===== src/rtl/butterfly_pkg.sv =====
// Shared types for the ButterFly memory arbiter: FSM states, owner tag and
// the registered bus request bundle.
package butterfly_pkg;

    typedef enum logic [1:0] {
        ARB_IDLE,
        ARB_REQ,
        ARB_RESP
    } arb_state_t;

    typedef enum logic {
        ARB_OWNER_IF,
        ARB_OWNER_D
    } arb_owner_t;

    typedef struct packed {
        logic        write;
        logic [31:0] addr;
        logic [31:0] wdata;
        logic [3:0]  wstrb;
    } arb_bus_t;

endpackage


===== src/rtl/mem_arb_watchdog.sv =====
// Cycle counter that flags a bus transaction which has been outstanding for
// TIMEOUT_CYCLES cycles; TIMEOUT_CYCLES = 0 disables it entirely.
module mem_arb_watchdog #(
    parameter int unsigned TIMEOUT_CYCLES = 255
) (
    input  logic clk_i,
    input  logic rst_i,
    input  logic clear_i,
    input  logic enable_i,
    output logic expired_o
);

    generate
        if (TIMEOUT_CYCLES == 0) begin : g_off
            logic unused_inputs;
            assign unused_inputs = ^{clk_i, rst_i, clear_i, enable_i};
            assign expired_o     = 1'b0;
        end else begin : g_on
            localparam int unsigned    CW   = $clog2(TIMEOUT_CYCLES + 1);
            localparam logic [CW-1:0]  LAST = CW'(TIMEOUT_CYCLES - 1);

            logic [CW-1:0] cnt_q, cnt_d;

            // cnt_q holds the number of completed cycles, so the current
            // cycle is the TIMEOUT_CYCLES-th one when cnt_q reaches LAST.
            always_comb begin
                cnt_d = cnt_q;
                if (clear_i) begin
                    cnt_d = '0;
                end else if (enable_i && (cnt_q != LAST)) begin
                    cnt_d = cnt_q + 1'b1;
                end
            end

            always_ff @(posedge clk_i) begin
                if (rst_i) begin
                    cnt_q <= '0;
                end else begin
                    cnt_q <= cnt_d;
                end
            end

            assign expired_o = enable_i && !clear_i && (cnt_q == LAST);
        end
    endgenerate

endmodule


===== src/rtl/mem_arbiter.sv =====
// Shares the external memory bus between fetch and data ports: data has
// priority, fetch is guaranteed a grant after STARVE_LIMIT contested losses.
module mem_arbiter
    import butterfly_pkg::*;
#(
    parameter int unsigned STARVE_LIMIT   = 4,
    parameter int unsigned TIMEOUT_CYCLES = 255
) (
    input  logic        clk_i,
    input  logic        rst_i,
    input  logic        if_req_i,
    input  logic [31:0] if_addr_i,
    output logic [31:0] if_rdata_o,
    output logic        if_ready_o,
    output logic        if_err_o,
    input  logic        d_req_i,
    input  logic        d_we_i,
    input  logic [31:0] d_addr_i,
    input  logic [31:0] d_wdata_i,
    input  logic [3:0]  d_wstrb_i,
    output logic [31:0] d_rdata_o,
    output logic        d_ready_o,
    output logic        d_err_o,
    output logic        mem_valid_o,
    output logic        mem_write_o,
    output logic [31:0] mem_addr_o,
    output logic [31:0] mem_wdata_o,
    output logic [3:0]  mem_wstrb_o,
    input  logic [31:0] mem_rdata_i,
    input  logic        mem_ready_i,
    output logic        busy_o
);

    localparam int unsigned   SW         = $clog2(STARVE_LIMIT + 1);
    localparam logic [SW-1:0] STARVE_MAX = SW'(STARVE_LIMIT);

    arb_state_t    state_q, state_d;
    arb_owner_t    owner_q, owner_d;
    arb_bus_t      bus_q, bus_d;
    logic [31:0]   rdata_q, rdata_d;
    logic          err_q, err_d;
    logic [SW-1:0] starve_q, starve_d;

    logic          wd_expired;
    logic          grant_data;
    logic          resp_if;
    logic          resp_d;

    mem_arb_watchdog #(
        .TIMEOUT_CYCLES(TIMEOUT_CYCLES)
    ) u_watchdog (
        .clk_i    (clk_i),
        .rst_i    (rst_i),
        .clear_i  (state_q != ARB_REQ),
        .enable_i (state_q == ARB_REQ),
        .expired_o(wd_expired)
    );

    always_ff @(posedge clk_i) begin
        if (rst_i) begin
            state_q <= ARB_IDLE;
        end else begin
            state_q <= state_d;
        end
    end

    always_comb begin
        state_d = state_q;
        unique case (state_q)
            ARB_IDLE: if (if_req_i || d_req_i)        state_d = ARB_REQ;
            ARB_REQ:  if (mem_ready_i || wd_expired)  state_d = ARB_RESP;
            ARB_RESP:                                 state_d = ARB_IDLE;
            default:                                  state_d = ARB_IDLE;
        endcase
    end

    assign grant_data = d_req_i && !(if_req_i && (starve_q == STARVE_MAX));

    always_comb begin
        owner_d  = owner_q;
        bus_d    = bus_q;
        rdata_d  = rdata_q;
        err_d    = err_q;
        starve_d = starve_q;
        case (state_q)
            ARB_IDLE: begin
                if (if_req_i || d_req_i) begin
                    rdata_d = '0;
                    err_d   = 1'b0;
                    if (grant_data) begin
                        owner_d     = ARB_OWNER_D;
                        bus_d.write = d_we_i;
                        bus_d.addr  = d_addr_i;
                        bus_d.wdata = d_we_i ? d_wdata_i : '0;
                        bus_d.wstrb = d_we_i ? d_wstrb_i : '0;
                        if (if_req_i && (starve_q != STARVE_MAX)) begin
                            starve_d = starve_q + 1'b1;
                        end
                    end else begin
                        owner_d     = ARB_OWNER_IF;
                        bus_d.write = 1'b0;
                        bus_d.addr  = if_addr_i;
                        bus_d.wdata = '0;
                        bus_d.wstrb = '0;
                        starve_d    = '0;
                    end
                end
            end
            // A ready on the expiry cycle still completes as OK.
            ARB_REQ: begin
                if (mem_ready_i) begin
                    rdata_d = bus_q.write ? '0 : mem_rdata_i;
                    err_d   = 1'b0;
                end else if (wd_expired) begin
                    rdata_d = '0;
                    err_d   = 1'b1;
                end
            end
            default: ;
        endcase
    end

    always_ff @(posedge clk_i) begin
        if (rst_i) begin
            owner_q  <= ARB_OWNER_IF;
            bus_q    <= '0;
            rdata_q  <= '0;
            err_q    <= 1'b0;
            starve_q <= '0;
        end else begin
            owner_q  <= owner_d;
            bus_q    <= bus_d;
            rdata_q  <= rdata_d;
            err_q    <= err_d;
            starve_q <= starve_d;
        end
    end

    always_comb begin
        resp_if     = (state_q == ARB_RESP) && (owner_q == ARB_OWNER_IF);
        resp_d      = (state_q == ARB_RESP) && (owner_q == ARB_OWNER_D);
        busy_o      = (state_q != ARB_IDLE);
        mem_valid_o = (state_q == ARB_REQ);
        mem_write_o = bus_q.write;
        mem_addr_o  = bus_q.addr;
        mem_wdata_o = bus_q.wdata;
        mem_wstrb_o = bus_q.wstrb;
        if_ready_o  = resp_if && !err_q;
        if_err_o    = resp_if && err_q;
        if_rdata_o  = resp_if ? rdata_q : '0;
        d_ready_o   = resp_d && !err_q;
        d_err_o     = resp_d && err_q;
        d_rdata_o   = resp_d ? rdata_q : '0;
    end

endmodule


===== config.mk =====
export PLATFORM = sky130hd
export DESIGN_NAME = mem_arbiter
export DESIGN_NICKNAME = d
export VERILOG_FILES = /design/src/rtl/butterfly_pkg.sv /design/src/rtl/mem_arb_watchdog.sv /design/src/rtl/mem_arbiter.sv
export SDC_FILE = /design/constraint.sdc
export NUM_CORES = 1
export LEC_CHECK = 0
export CORE_AREA = 2 2 117 119
export CTS_BUF_LIST = sky130_fd_sc_hd__clkbuf_8 sky130_fd_sc_hd__clkbuf_16
export CTS_CLUSTER_DIAMETER = 30
export CTS_CLUSTER_SIZE = 16
export DETAILED_ROUTE_END_ITERATION = 12
export DIE_AREA = 0 0 119 121
export HOLD_SLACK_MARGIN = 0.05
export PLACE_DENSITY = 0.8
export SETUP_SLACK_MARGIN = 0.2
export SLEW_MARGIN = 20
export SYNTH_ARGS = -nofsm -noshare
export SYNTH_HDL_FRONTEND = slang
export SYNTH_SLANG_ARGS = --single-unit

===== constraint.sdc =====
create_clock -name clk_i -period 1.9 [get_ports clk_i]
set_clock_uncertainty 0.15 [all_clocks]
set_input_delay 0.475 -clock clk_i [delete_from_list [all_inputs] [get_ports clk_i]]
set_output_delay 0.475 -clock clk_i [all_outputs]
set_load 0.005 [all_outputs]

==> flow_summary.json <==
{
  "timing.final.crit_share_pct": 123,
  "h-tree-depth": 4,
  "die-area_sq_um": 14400,
  "synth_fa_ha_area_share_pct": 0.994,
  "synth_top_family_by_area": "simple AND/OR/NAND/NOR gates",
  "drtPass1Iterations": 4,
  "drt_iter0_drc": 341,
  "layout_setup_ws_ns": -0.436,
  "arrival_ns": 1.71,
  "nNetsFinal": 1103,
  "wl_per_cell_um": 21.2,
  "crit_start": "state_q[1]$_SDFFE_PP0P_",
  "critPathRequiredTime_ns": 1.27,
  "clk-insertion-delay-late_ns": 0.41,
  "via_per_inst": 5.47,
  "synth_compound_area_share_pct": 20.4,
  "hold_path.class": "in2reg",
  "fin_area_sq_um": 11100,
  "cts_tree": "done",
  "area_delta_synth_final_pct": 121,
  "hold_violations": 0,
  "die_w_um": 119,
  "violations": "negative setup slack",
  "chipHeight_um": 121,
  "max_freq_ghz": 0.428,
  "yosys_warnings": 0,
  "postRouteAntennaNets": 0,
  "power_density_nw_per_um2": 745,
  "synth_nets": 754,
  "dpl_cell_area_sq_um": 8200,
  "grt_pass1_vias": 6042,
  "hold_start": "rst_i",
  "cp_max_fo": 8,
  "slew_headroom_pct": 67.1,
  "synth-xor-area-share_pct": 0.522,
  "rsz0062_at_grt": "true",
  "vdd_drop_max_mv": 0.569,
  "seq_area_sq_um": 2350,
  "path_clk_slew_ns": 0.05,
  "yosysSeqAreaShare_pct": 46.1,
  "cp-start-kind": "flop",
  "grt_first_pass_wirelength_um": 31400,
  "clock-sinks": 116,
  "grt_use_total_pct": 27.7,
  "start_util_pct": 38.5,
  "synthMuxAreaShare_pct": 0.199,
  "cts_inserted_buffers": 17,
  "hold_buffers": 0,
  "final.setup.tns_ns": -24.76,
  "drcViolationCount": 0,
  "multi_input_area_sq_um": 3400,
  "routed_wl_um": 24300,
  "worstSetupEndpointType": "output pin",
  "overflow": 0,
  "cts_root_buf": "clkbuf_16",
  "syn_area_sq_um": 5040,
  "ys_types": 46,
  "rows": 42,
  "post-route-min-period_ns": 2.34,
  "grt_max_degree": 79,
  "dpl.hpwl_um": 11300,
  "finalMaxSlewViolations": 0,
  "io_buffers": 276,
  "finish.utilization_pct": 84.9,
  "worstSetupPathType": "reg2out",
  "vias": 6298,
  "maxCapViolCount": 0,
  "fill_cells": 652,
  "ys_ff_latch": 116,
  "timing.rr.start": "state_q[1]$_SDFFE_PP0P_",
  "cts_buffer_depth": 2,
  "syn-mean-instance-area_sq_um": 8.23,
  "p_leak_nw": 4.60,
  "outcome": "finished with violations",
  "core_area_sq_um": 13100,
  "finalSetupViolCount": 72,
  "io_pins": 277,
  "yosys.area_share.simple_pct": 26.6,
  "gp_congestion": 0.798,
  "antenna_found_initial": 1,
  "synth_cells": 612,
  "tightest_slew_ns": 0.492,
  "drive_above_1_share_pct": 44.5
}
==> synth_stat cells, drive strengths merged <==
| cell type | instances | share of area [%] |
|---|---|---|
| dfxtp | 116 | 46 |
| nor2 | 79 | 5.9 |
| nand2 | 69 | 5.2 |
| and2 | 68 | 8.4 |
| a21oi | 38 | 3.8 |
| a22oi | 37 | 5.5 |
| nand3 | 37 | 3.8 |
| o21ai | 36 | 3.6 |
| a311oi | 33 | 5.7 |
| clkbuf | 31 | 2.3 |
| buf | 21 | 2.3 |
| inv | 6 | 0.45 |
| ha | 4 | 0.99 |
| nand2b | 3 | 0.57 |
| nor2b | 3 | 0.37 |
| nor3 | 3 | 0.40 |
| o211ai | 3 | 0.45 |
| or3 | 3 | 0.37 |
| a2bb2oi | 2 | 0.35 |
| and4 | 2 | 0.35 |
| nand4 | 2 | 0.37 |
| xor2 | 2 | 0.35 |
| a21boi | 1 | 0.15 |
| a31o | 1 | 0.17 |
| and3b | 1 | 0.17 |
| clkinv | 1 | 0.099 |
| mux2i | 1 | 0.20 |
| nor3b | 1 | 0.15 |
| o2111ai | 1 | 0.17 |
| o211a | 1 | 0.20 |
| o21a | 1 | 0.15 |
| o311a | 1 | 0.20 |
| or2 | 1 | 0.12 |
| or3b | 1 | 0.17 |
| or4 | 1 | 0.15 |
| xnor2 | 1 | 0.17 |
==> cell families (layout without fill, tap and decap cells) <==
logic type               Yosys count  count (layout)
other                              0               1
adder cells (fa/ha/maj)            4               4
AND/OR/NAND/NOR                  274             274
multiplexers                       1               1
buffers and inverters             59             421
AO/OA/AOI/OAI                    155             155
XOR/XNOR                           3               3
flip-flops                       116             116
==> critical path, cell delays in order (launching register included) <==
cell and delay (ns):
dfxtp_2 0.33, buf_6 0.12, and3b_2 0.24, buf_6 0.16, clkbuf_16 0.16, and2_4 0.16, buf_6 0.11
==> worst paths after layout <==
check                           depth (start not counted)  slack (ns)                     endpoint
worst max-delay path                                    6       -0.44                d_rdata_o[20]
worst min-delay path                                    2        0.13     mem_write_o$_SDFFE_PP0P_
worst max register to register                         10       -0.05  mem_addr_o[12]$_SDFFE_PP0P_
worst min register to register                          2        0.32  mem_addr_o[26]$_SDFFE_PP0P_
==> repair_timing <==
item,CTS,global route
buffers inserted,22,17
setup endpoints to repair,213,189
gates cloned,20,15
gates resized for setup,547,215
hold endpoints to repair,0,0
pin swaps,96,51
==> where the power goes <==
group / switching [mW] / internal [mW] / leakage [nW]
Clock: 1.13 / 2.32 / 0.323
Combinational: 0.887 / 1.21 / 3.32
Sequential: 0.138 / 2.59 / 0.954
==> sequential cells by signal, summed over array words and instances, names as in the netlist <==
signal and cells:
state_q 2, err_q 1, mem_write_o 1, rdata_q 32
u_watchdog.g_on.cnt_q 8, mem_wdata_o 32, owner_q 1, starve_q 3
mem_addr_o 32, mem_wstrb_o 4
==> area by class of cell <==
class	instances	share of cell area, %
clock inverter	11	1.42
multi-input combinational	437	30.6
timing repair buffer	382	40.3
clock buffer	21	4.32
antenna	1	0.0225
inverter	7	0.259
tap	176	1.98
sequential	116	21.1
==> metal layers <==
metal	GRT usage [%]	up-vias	wire (um)
met4	12.1	0	1090
met3	9.59	75	1840
li1	-	2856	-
met5	0	-	0
met1	29.7	3037	9040
met2	49.5	330	12400
==> through the flow <==
stage	std cells	power, mW	hold WS [ns]	setup WS, ns
after floorplan	612	3.19	0.308	0.242
after CTS	1118	7.80	0.120	-0.388
after global placement	1044	3.92	0.314	-0.274
after global routing	1150	8.53	0.131	-0.459
after detailed placement	1044	3.94	0.325	-0.318
final	1151	8.27	0.135	-0.436
==> cells in the final DEF (no fill, tap or decap), types with 20 or more instances in the layout <==
cell type        count
nand2_1             67
dfxtp_1             99
nor2_1              53
clkbuf_16           28
buf_6               93
and2_4              62
clkdlybuf4s50_1    134
buf_4               23
a22oi_2             36
a311oi_1            20
nand3_1             35
nor2_4              21
a21oi_1             24
dlygate4sd2_1       65
o21ai_2             24
No activity file was read; power rests on OpenSTA's default activity.
